**src/rtl/fib_fill_ctrl.sv**
```systemverilog
// fib_fill_ctrl: fills register-file entries 2..end_addr with the recurrence
// data[i] = data[i-2] + data[i-1]. It uses the register file's two
// combinational read ports to fetch the operands and its single write port
// to store the sum.
//
// Each entry takes two cycles. RD presents both operand addresses and
// registers their sum. WR writes that sum back.
//
// Ports:
//   clk, rst_n      clock and asynchronous active-low reset
//   start           request a run (sampled only in IDLE)
//   abort           cancel a running fill (RD/WR only)
//   end_addr        last address to write, latched when start is accepted
//   rAddrA/rAddrB   read addresses for operands i-2 / i-1
//   rDinA/rDinB     combinational read data for rAddrA / rAddrB
//   wAddr/wDin/wEna register-file write port
//   busy            high in RD and WR
//   done            one-cycle completion pulse
//   ovf             sticky carry-out flag, cleared by an accepted start
module fib_fill_ctrl #(
  parameter int ADDR_W = 6,
  parameter int DATA_W = 32
) (
  input  logic              clk,
  input  logic              rst_n,
  input  logic              start,
  input  logic              abort,
  input  logic [ADDR_W-1:0] end_addr,
  output logic [ADDR_W-1:0] rAddrA,
  output logic [ADDR_W-1:0] rAddrB,
  input  logic [DATA_W-1:0] rDinA,
  input  logic [DATA_W-1:0] rDinB,
  output logic [ADDR_W-1:0] wAddr,
  output logic [DATA_W-1:0] wDin,
  output logic              wEna,
  output logic              busy,
  output logic              done,
  output logic              ovf
);

  typedef enum logic [1:0] {IDLE, RD, WR, DONE} state_t;

  state_t              state_q, state_d;
  logic [ADDR_W-1:0]   ptr_q, ptr_d;
  logic [ADDR_W-1:0]   end_q, end_d;
  logic [DATA_W-1:0]   sum_q, sum_d;
  logic                ovf_q, ovf_d;
  logic [DATA_W:0]     sum_full;

  // Unsigned add that keeps the carry out in the top bit.
  function automatic logic [DATA_W:0] add_wc(input logic [DATA_W-1:0] a,
                                             input logic [DATA_W-1:0] b);
    return {1'b0, a} + {1'b0, b};
  endfunction

  always_ff @(posedge clk or negedge rst_n) begin
    if (!rst_n) begin
      state_q <= IDLE;
      ptr_q   <= ADDR_W'(2);
      end_q   <= '0;
      sum_q   <= '0;
      ovf_q   <= 1'b0;
    end else begin
      state_q <= state_d;
      ptr_q   <= ptr_d;
      end_q   <= end_d;
      sum_q   <= sum_d;
      ovf_q   <= ovf_d;
    end
  end

  always_comb begin
    state_d  = state_q;
    ptr_d    = ptr_q;
    end_d    = end_q;
    sum_d    = sum_q;
    ovf_d    = ovf_q;
    sum_full = add_wc(rDinA, rDinB);
    rAddrA   = '0;
    rAddrB   = ADDR_W'(1);
    wAddr    = '0;
    wDin     = '0;
    wEna     = 1'b0;
    busy     = 1'b0;
    done     = 1'b0;

    unique case (state_q)
      IDLE: begin
        // start has priority over abort here; abort has no meaning in IDLE.
        if (start) begin
          ovf_d = 1'b0;
          if (end_addr >= ADDR_W'(2)) begin
            end_d   = end_addr;
            ptr_d   = ADDR_W'(2);
            state_d = RD;
          end else begin
            state_d = DONE;
          end
        end
      end
      // Operand fetch: sum the two preceding entries.
      RD: begin
        busy   = 1'b1;
        rAddrA = ptr_q - ADDR_W'(2);
        rAddrB = ptr_q - ADDR_W'(1);
        if (abort) begin
          state_d = IDLE;
        end else begin
          sum_d = sum_full[DATA_W-1:0];
          if (sum_full[DATA_W]) ovf_d = 1'b1;
          state_d = WR;
        end
      end
      // Write-back: store the registered sum at ptr.
      WR: begin
        busy  = 1'b1;
        wAddr = ptr_q;
        wDin  = sum_q;
        if (abort) begin
          state_d = IDLE;
        end else begin
          wEna = 1'b1;
          // end_q <= 63 means ptr stops before it can wrap.
          if (ptr_q == end_q) begin
            state_d = DONE;
          end else begin
            ptr_d   = ptr_q + ADDR_W'(1);
            state_d = RD;
          end
        end
      end
      DONE: begin
        done    = 1'b1;
        state_d = IDLE;
      end
      default: state_d = IDLE;
    endcase
  end

  assign ovf = ovf_q;

endmodule

```
**config.mk**
```make
export PLATFORM = sky130hd
export DESIGN_NAME = fib_fill_ctrl
export DESIGN_NICKNAME = d
export VERILOG_FILES = /design/src/rtl/fib_fill_ctrl.sv
export SDC_FILE = /design/constraint.sdc
export NUM_CORES = 1
export LEC_CHECK = 0
export CAP_MARGIN = 10
export CORE_ASPECT_RATIO = 0.6
export CORE_UTILIZATION = 53
export CTS_BUF_LIST = sky130_fd_sc_hd__clkbuf_8
export DETAILED_ROUTE_END_ITERATION = 6
export GPL_ROUTABILITY_DRIVEN = 0
export GPL_TIMING_DRIVEN = 0
export PLACE_DENSITY_LB_ADDON = 0.12
export SLEW_MARGIN = 20
export SYNTH_ARGS = -nofsm -noshare
export SYNTH_HDL_FRONTEND = slang
export SYNTH_SLANG_ARGS = --single-unit
```
**constraint.sdc**
```tcl
create_clock -name clk -period 4.4 [get_ports clk]
set_input_delay 0.44 -clock clk [delete_from_list [all_inputs] [get_ports clk]]
set_output_delay 0.44 -clock clk [all_outputs]
set_load 0.05 [all_outputs]
```
==> results.yml, run 1 <==
clock_tree:
  cts_tree: "yes"
  numCtsBuffers: 5
  cts-htree-levels: 2
  postCtsSetupRepairBufs: 0
  postCtsHoldBufs: 0
  cts_buffer_depth: 2
  cts-resized-gates: 0
  clock_latency_ns: 0.30
  clk_pin_slew_ns: 0.09
  cts_root_buffer: "clkbuf_8"
  cts_num_sinks: 47
floorplanning:
  die_x_um: 117
  dieArea_um2: 8310
  die_y_um: 71
  core_region_area_um2: 7480
  rows: 24
  io_pins: 128
  start_util_pct: 56.2
timing:
  relSlewSlack_pct: 63.4
  final.setup.tns_ns: 0
  fin_crit_ns: 3.29
  whs_ns: 0.116
  drv_slew: 0
  finalCritPeriodShare_pct: 74.8
  skew_ns: 0.00847
  finalHoldViolCount: 0
  fmax_mhz: 304
  tightest_slew_ns: 0.549
  rsz0062_at_grt: "false"
  setup_violations: 0
detailed_routing:
  drc_errors: 0
  wl_per_cell_um: 15.7
  dr.first_iter.drc_count: 409
  routed_wirelength_mm: 12.0
  drt_first_pass_iters: 5
  vias_per_cell: 5.81
  antenna_left: 0
  dr_total_vias: 4438
power_and_ir_drop:
  power.switching_mw: 1.41
  p_int_mw: 1.46
  vdd_drop_max_v: 0.000185
  seqPwrFrac_pct: 25.7
  p_comb_share_pct: 63.6
  p_leak_nw: 2.48
  p_clk_share_pct: 10.7
  powerDensity_nw_per_um2: 502
  switching_share_pct: 49.1
logic_synthesis:
  synth_cell_types: 51
  synth_top_area_share_pct: 27.4
  ys_ff_latch: 47
  synth_seq_area_share_pct: 28.0
  netlist_instances: 525
  synthArstFlopShare_pct: 100
  syn_nets: 641
  synth_edf_count: 0
  yosysWarningCount: 0
  ys.flop_type: "dfrtp_1"
  synth_top_area_cell: "dfrtp_1"
  synth_area_per_cell_um2: 8.01
  synthesis.area_um2: 4210
  synth_area_leaders: "dfrtp_1 (27%), ha_1 (12%), and2_1 (7.0%), o21ai_0 (6.8%), nand2_1 (6.5%)"
finish:
  seq_area_um2: 1180
  n_antenna_cell: 0
  nets: 776
  areaGrowthSynthToFinish_pct: 36.1
  drive_gt1_share_pct: 3.64
  n_fill_cell: 555
  multiInputGateArea_um2: 2880
job:
  drv_cap: 0
hold_path:
  hp-class: "in -> async"
global_route:
  grt_overflow: 0
  track_usage_pct: 29.9
  grt_max_degree: 27
  grt_pass1_vias: 4177
  antenna_found_initial: 0
  grt_pass1_wl_mm: 19.6
critical_path:
  start_kind: "register"
  reg2reg_depth: 8
  crit_fanout: 10
  cp.arrival_ns: 2.85
  crit_required_ns: 3.96
  endpoint_kind: "output pin"
  criticalPathCategory: "reg -> out"
placement:
  numPortBuffers: 127
  hpwlAfterDp_mm: 9.91
run_status:
  status: "complete, no violations"
-- power groups by stage --
stage	clock network [mW]	registers (mW)	logic, mW
finish	0.306	0.739	1.83
global route	0.324	0.760	1.98
CTS	0.313	0.734	1.82
global placement	0	0.731	1.75
detailed placement	0	0.744	1.81
floorplan	0	0.714	1.25
-- cells in the final DEF, fill, tap and decap left out, drive strengths merged, types with 5 or more instances in the layout --
cell,netlist,layout
clkdlybuf4s50,0,126
nand2,73,73
o21ai,58,58
and2,47,47
dfrtp,46,46
a21oi,42,42
ha,41,41
nor2,29,29
clkbuf,23,28
xor2,22,22
xnor2,15,15
inv,13,14
nand4,14,14
a21o,12,12
nand3,9,9
nor2b,8,8
nor3,7,7
mux2,6,6
and3,6,6
a31oi,5,5
o21bai,5,5
-- Yosys cell counts, drive strengths merged (2+ instances only) --
cell,n
a211o,2
a211oi,4
a21o,12
a21oi,42
a221o,2
a31oi,5
and2,47
and3,6
buf,2
clkbuf,23
dfrtp,46
ha,41
inv,13
mux2,6
nand2,73
nand3,9
nand4,14
nor2,29
nor2b,8
nor3,7
o21a,4
o21ai,58
o21bai,5
o22ai,2
o311ai,2
o31ai,3
or2,2
or4,4
xnor2,15
xor2,22
-- layer usage --
layer	track usage, %	vias up	part of all wire [%]
li1	-	2116	-
met1	42.9	2047	46
met2	45.2	251	42
met3	6.68	24	10
met4	7.88	0	1.8
met5	0	-	0
-- worst max-delay path, stage by stage (launching register included) --
cell and delay [ns]:
dfrtp_1 0.42, inv_1 0.11, ha_1 0.28, clkbuf_1 0.39
clkbuf_1 0.31, and2_1 0.19, clkdlybuf4s50_1 0.84
-- logic make-up (layout without fill, tap and decap cells) --
group,after synthesis,in the layout,share of synthesized area (%)
xor+xnor,37,37,7.71
buf+inv,38,173,3.60
mux,7,7,1.84
fa+ha+maj,42,42,12.7
compound gates,152,152,22.0
simple gates,202,202,24.2
flops,47,47,28.0
-- final timing paths --
| check | startpoint | to | slack [ns] |
|---|---|---|---|
| setup / recovery | state_q[0] | wDin[29] | 1.11 |
| hold / removal | rst_n | sum_q[9] | 0.12 |
| setup reg to reg | ptr_q[0] | ptr_q[5] | 2.17 |
| hold reg to reg | sum_q[0] | sum_q[0] | 0.47 |
| max in group asynchronous | rst_n | sum_q[23] | 3.74 |
| min in group clk | sum_q[0] | sum_q[0] | 0.47 |
-- area by class of cell --
| type | instances | share of cell area, % |
|---|---|---|
| Sequential cell | 47 | 20.6 |
| Multi-Input combinational cell | 440 | 50.3 |
| Inverter | 13 | 0.852 |
| Timing Repair Buffer | 128 | 22.5 |
| Clock buffer | 5 | 1.20 |
| Buffer | 25 | 1.79 |
| Tap cell | 104 | 2.27 |
| Clock inverter | 2 | 0.590 |
-- registers in the layout, indices dropped and copies added (netlist names) --
| register | flops |
|---|---|
| sum_q | 32 |
| end_q | 6 |
| ptr_q | 6 |
| state_q | 2 |
| ovf | 1 |
-- metrics by stage --
stage                     worst slack (ns)  area, um2  total power, mW  std cells  util, %
after floorplan                       1.94       4210             1.97        525        -
after global placement                1.24       5610             2.48        756     75.0
after detailed placement              1.22       5620             2.56        757     75.2
after CTS                             1.12       5720             2.86        764     76.6
after global routing                 0.934       5720             3.06        764     76.6
final                                 1.11       5720             2.87        764     76.6
Note: power is estimated with default switching activity, not from simulation.
==> run 2, diff against run 1 <==
--- a/config.mk
+++ b/config.mk
@@ -7,7 +7,7 @@
 export LEC_CHECK = 0
 export CAP_MARGIN = 10
 export CORE_ASPECT_RATIO = 0.6
-export CORE_UTILIZATION = 53
+export CORE_UTILIZATION = 49
 export CTS_BUF_LIST = sky130_fd_sc_hd__clkbuf_8
 export DETAILED_ROUTE_END_ITERATION = 6
 export GPL_ROUTABILITY_DRIVEN = 0
==> constraint.sdc (replaced) <==
create_clock -name clk -period 3.4 [get_ports clk]
set_input_delay 0.34 -clock clk [delete_from_list [all_inputs] [get_ports clk]]
set_output_delay 0.34 -clock clk [all_outputs]
set_load 0.05 [all_outputs]
==> results.yml, run 2 (same netlist as run 1, synthesis figures left out) <==
run_status:
  status: "complete, no violations"
timing:
  whs_ns: 0.480
  final.setup.tns_ns: 0
  finalHoldViolCount: 0
  skew_ns: 0.00949
  fin_crit_ns: 3.16
  finalCritPeriodShare_pct: 93.1
  fmax_mhz: 316
  setup_violations: 0
  rsz0062_at_grt: "false"
  relSlewSlack_pct: 64.8
  drv_slew: 0
  tightest_slew_ns: 0.527
floorplanning:
  start_util_pct: 51.9
  dieArea_um2: 8970
  io_pins: 128
  core_region_area_um2: 8100
  die_x_um: 122
  rows: 25
  die_y_um: 73.8
detailed_routing:
  routed_wirelength_mm: 11.8
  vias_per_cell: 5.58
  drt_first_pass_iters: 5
  drc_errors: 0
  dr.first_iter.drc_count: 326
  wl_per_cell_um: 15.3
  antenna_left: 0
  dr_total_vias: 4300
critical_path:
  reg2reg_depth: 8
  crit_required_ns: 3.06
  crit_fanout: 7
  start_kind: "register"
  timing.rr.end: "ptr_q[5]"
  rr_startpoint: "ptr_q[0]"
  endpoint_kind: "output pin"
  r2r_slack_ns: 1.23
  criticalPathCategory: "reg -> out"
  cp.arrival_ns: 2.82
placement:
  place_area_um2: 5630
  place_inst: 761
  hpwlAfterDp_mm: 9.65
  numPortBuffers: 127
power_and_ir_drop:
  powerDensity_nw_per_um2: 647
  p_leak_nw: 2.48
  vdd_drop_max_v: 0.000237
clock_tree:
  numCtsBuffers: 5
  cts_tree: "yes"
  clk_pin_slew_ns: 0.10
  cts_num_sinks: 47
  cts-resized-gates: 0
  cts-htree-levels: 2
  postCtsHoldBufs: 1
  cts_root_buffer: "clkbuf_8"
  cts_buffer_depth: 2
  clock_latency_ns: 0.30
  postCtsSetupRepairBufs: 0
global_route:
  track_usage_pct: 27.0
  grt_max_degree: 31
  antenna_found_initial: 0
  grt_pass1_wl_mm: 19.0
  grt_overflow: 0
  grt_pass1_vias: 3901
job:
  drv_cap: 0
finish:
  finalNonFillerCells: 770
  final_design_area_no_fill_um2: 5750
  nets: 777
  largest_reg_flops: 32
  final_common_cell: "clkdlybuf4s50_1"
  largest-register: "sum_q"
  n_antenna_cell: 0
  drive_gt1_share_pct: 3.93
  top_regs: "sum_q (32), end_q (6), ptr_q (6)"
  areaGrowthSynthToFinish_pct: 36.8
  mostFrequentLayoutCells: "clkdlybuf4s50_1 (126), nand2_1 (73), o21ai_0 (57), and2_1 (47), dfrtp_1 (46)"
hold_path:
  hp-class: "reg -> reg"
  min_to: "sum_q[19]"
  whs_path_depth: 2
  holdCritStartpoint: "sum_q[19]"
-- run 2: worst max path at each step --
stage	startpoint	end	slack [ns]	cells past startpoint
floorplan	rDinA[0]	sum_q[28]	1.04	10
global placement	rDinA[0]	sum_q[26]	0.31	10
detailed placement	rDinA[0]	sum_q[26]	0.34	10
CTS	ptr_q[2]	rAddrB[5]	0.22	8
global route	ptr_q[2]	rAddrB[5]	0.08	8
finish	ptr_q[2]	rAddrB[5]	0.24	8
-- run 2: routing by layer --
| metal | wire length (um) | track usage [%] |
|---|---|---|
| met5 | 0 | 0 |
| met4 | 35 | 3.84 |
| met3 | 870 | 2.72 |
| met2 | 4890 | 41.7 |
| met1 | 6000 | 41.2 |
-- run 2: final cells by class --
cell class / count / area [um2]
multi-input cells: 440 / 2880
fillers: 666 / 2350
repair buffers: 129 / 1300
flip-flops and latches: 47 / 1180
well taps: 108 / 135
plain buffers: 25 / 103
clock buffers: 5 / 68.8
inverters: 13 / 48.8
clock inverters: 3 / 46.3
-- run 2: metrics by stage --
| stage | util (%) | power, mW | worst slack [ns] |
|---|---|---|---|
| 6_report | 71.0 | 3.72 | 0.236 |
| 5_1_grt | 71.0 | 3.97 | 0.0758 |
| 4_1_cts | 71.0 | 3.72 | 0.223 |
| 3_5_place_dp | 69.5 | 3.29 | 0.336 |
| 3_3_place_gp | 69.3 | 3.22 | 0.309 |
| 2_1_floorplan | - | 2.55 | 1.04 |
-- run 2: worst max-delay path, cell delays in order, from the launching register on --
cell and delay (ns):
dfrtp_1 0.40, clkbuf_1 0.20, inv_1 0.20, ha_1 0.24
nor3b_1 0.32, nand2_1 0.12, xnor2_1 0.13, and2_1 0.13
clkdlybuf4s50_1 0.79
-- run 2: where the power goes --
part | internal [mW] | total [mW] | switching [mW]
Sequential | 0.808 | 0.952 | 0.144
Clock | 0.222 | 0.429 | 0.207
Combinational | 0.870 | 2.34 | 1.47
==> run 3, diff against run 2 <==
==> constraint.sdc (replaced) <==
create_clock -name clk -period 3.1 [get_ports clk]
set_input_delay 0.31 -clock clk [delete_from_list [all_inputs] [get_ports clk]]
set_output_delay 0.31 -clock clk [all_outputs]
set_load 0.05 [all_outputs]
==> results.yml, run 3 (same netlist as run 1, synthesis figures left out) <==
placement:
  place_ws_ns: 0.0659
  hpwlAfterDp_mm: 9.65
  place_area_um2: 5630
  numPortBuffers: 127
detailed_routing:
  antenna_left: 0
  wl_per_cell_um: 15.4
  vias_per_cell: 5.68
  drc_errors: 0
  dr_total_vias: 4374
  drt_first_pass_iters: 5
  dr.first_iter.drc_count: 351
  routed_wirelength_mm: 11.9
critical_path:
  cp.arrival_ns: 2.58
  start_kind: "register"
  crit_fanout: 7
  criticalPathCategory: "reg -> out"
  crit_required_ns: 2.79
  endpoint_kind: "output pin"
floorplanning:
  start_util_pct: 51.9
  dieArea_um2: 8970
  die_x_um: 122
  rows: 25
  io_pins: 128
  die_y_um: 73.8
  core_region_area_um2: 8100
job:
  drv_cap: 0
finish:
  areaGrowthSynthToFinish_pct: 38.0
  largest_reg_flops: 32
  largest-register: "sum_q"
  final_common_cell: "clkdlybuf4s50_1"
  mostFrequentLayoutCells: "clkdlybuf4s50_1 (104), nand2_1 (73), o21ai_0 (57), and2_1 (47), dfrtp_1 (46)"
  final_design_area_no_fill_um2: 5800
  drive_gt1_share_pct: 3.93
  top_regs: "sum_q (32), end_q (6), ptr_q (6)"
  nets: 777
  n_antenna_cell: 0
power_and_ir_drop:
  power_mw: 4.08
  vdd_drop_max_v: 0.000261
  p_clk_share_pct: 11.6
  power.switching_mw: 2.01
  seqPwrFrac_pct: 25.6
  p_comb_share_pct: 62.7
  p_leak_nw: 2.85
  p_int_mw: 2.07
  powerDensity_nw_per_um2: 703
  switching_share_pct: 49.2
timing:
  skew_ns: 0.0151
  tightest_slew_ns: 0.543
  final.setup.tns_ns: 0
  fmax_mhz: 346
  drv_slew: 0
  fin_ws_ns: 0.207
  finalHoldViolCount: 0
  finalCritPeriodShare_pct: 93.3
  fin_crit_ns: 2.89
  relSlewSlack_pct: 63.8
  setup_violations: 0
  rsz0062_at_grt: "false"
  whs_ns: 0.479
global_route:
  grt_pass1_wl_mm: 19.0
  top_usage_layer: "met2"
  met1_usage_pct: 41.2
  grt_max_degree: 31
  track_usage_pct: 27.0
  met2_usage_pct: 41.7
  grt_pass1_vias: 3901
  antenna_found_initial: 0
  grt_overflow: 0
  grt_use_met3_pct: 2.72
clock_tree:
  cts_root_buffer: "clkbuf_8"
  numCtsBuffers: 5
  cts_num_sinks: 47
  clock_latency_ns: 0.31
  clk_pin_slew_ns: 0.11
  cts_tree: "yes"
  cts-htree-levels: 2
  cts_buffer_depth: 2
run_status:
  status: "complete, no violations"
hold_path:
  hp-class: "reg -> reg"
[run 3: changes by cell type in the layout (fill, tap and decap cells not counted)]
cell | before | now
dlygate4sd2_1 | 0 | 1
clkdlybuf4s50_1 | 126 | 104
dlymetal6s2s_1 | 0 | 21
[run 3: final cells by class]
type,count,area [um2]
inverter,13,48.8
clock buffer,5,68.8
timing repair buffer,129,1350
sequential,47,1180
buffer,25,103
fill,657,2300
tap,108,135
clock inverter,3,46.3
multi-input combinational,440,2880
[run 3: path summary, 6_finish.rpt]
check,end,slack (ns),startpoint,depth (start not counted)
worst min register to register,sum_q[19],0.48,sum_q[19],2
min in group asynchronous,sum_q[5],0.49,rst_n,2
worst max-delay path,rAddrB[3],0.21,ptr_q[2],8
worst min-delay path,sum_q[19],0.48,sum_q[19],2
worst max register to register,ptr_q[5],0.96,ptr_q[0],8
max in group asynchronous,ptr_q[1],2.01,rst_n,3
[run 3: metal layers]
layer | up-vias | wire length [um]
met5 | - | 0
met4 | 0 | 52
met3 | 6 | 1020
met2 | 241 | 4930
met1 | 2007 | 5850
li1 | 2120 | -
[run 3: power by group through the flow]
stage          clock network, mW  logic (mW)  registers, mW
3_3_place_gp                   0        2.49           1.04
5_1_grt                    0.505        2.76           1.08
3_5_place_dp                   0        2.55           1.06
2_1_floorplan                  0        1.78           1.01
4_1_cts                    0.476        2.56           1.04
6_report                   0.475        2.56           1.04
[run 3: per-stage QoR]
step                utilization, %  cells
global route                  71.6    770
floorplan                        -    525
CTS                           71.0    770
finish                        71.6    770
detailed placement            69.5    761
global placement              69.3    760
[run 3: timing repair]
action | CTS | global route
hold buffers | 1 | 0
gates resized for setup | 1 | 21
endpoints found under the hold margin | 17 | 0
buffers inserted | 0 | 0
cloned | 0 | 0
endpoints found under the setup margin | 1 | 21
[run 3: worst max-delay path, cell delays in order (launching register included)]
cell and delay, ns:
dfrtp_1 0.37, clkbuf_1 0.30, inv_1 0.18, ha_1 0.22
nand2_1 0.08, nand2_1 0.07, xnor2_1 0.12, and2_1 0.14
clkdlybuf4s50_1 0.79
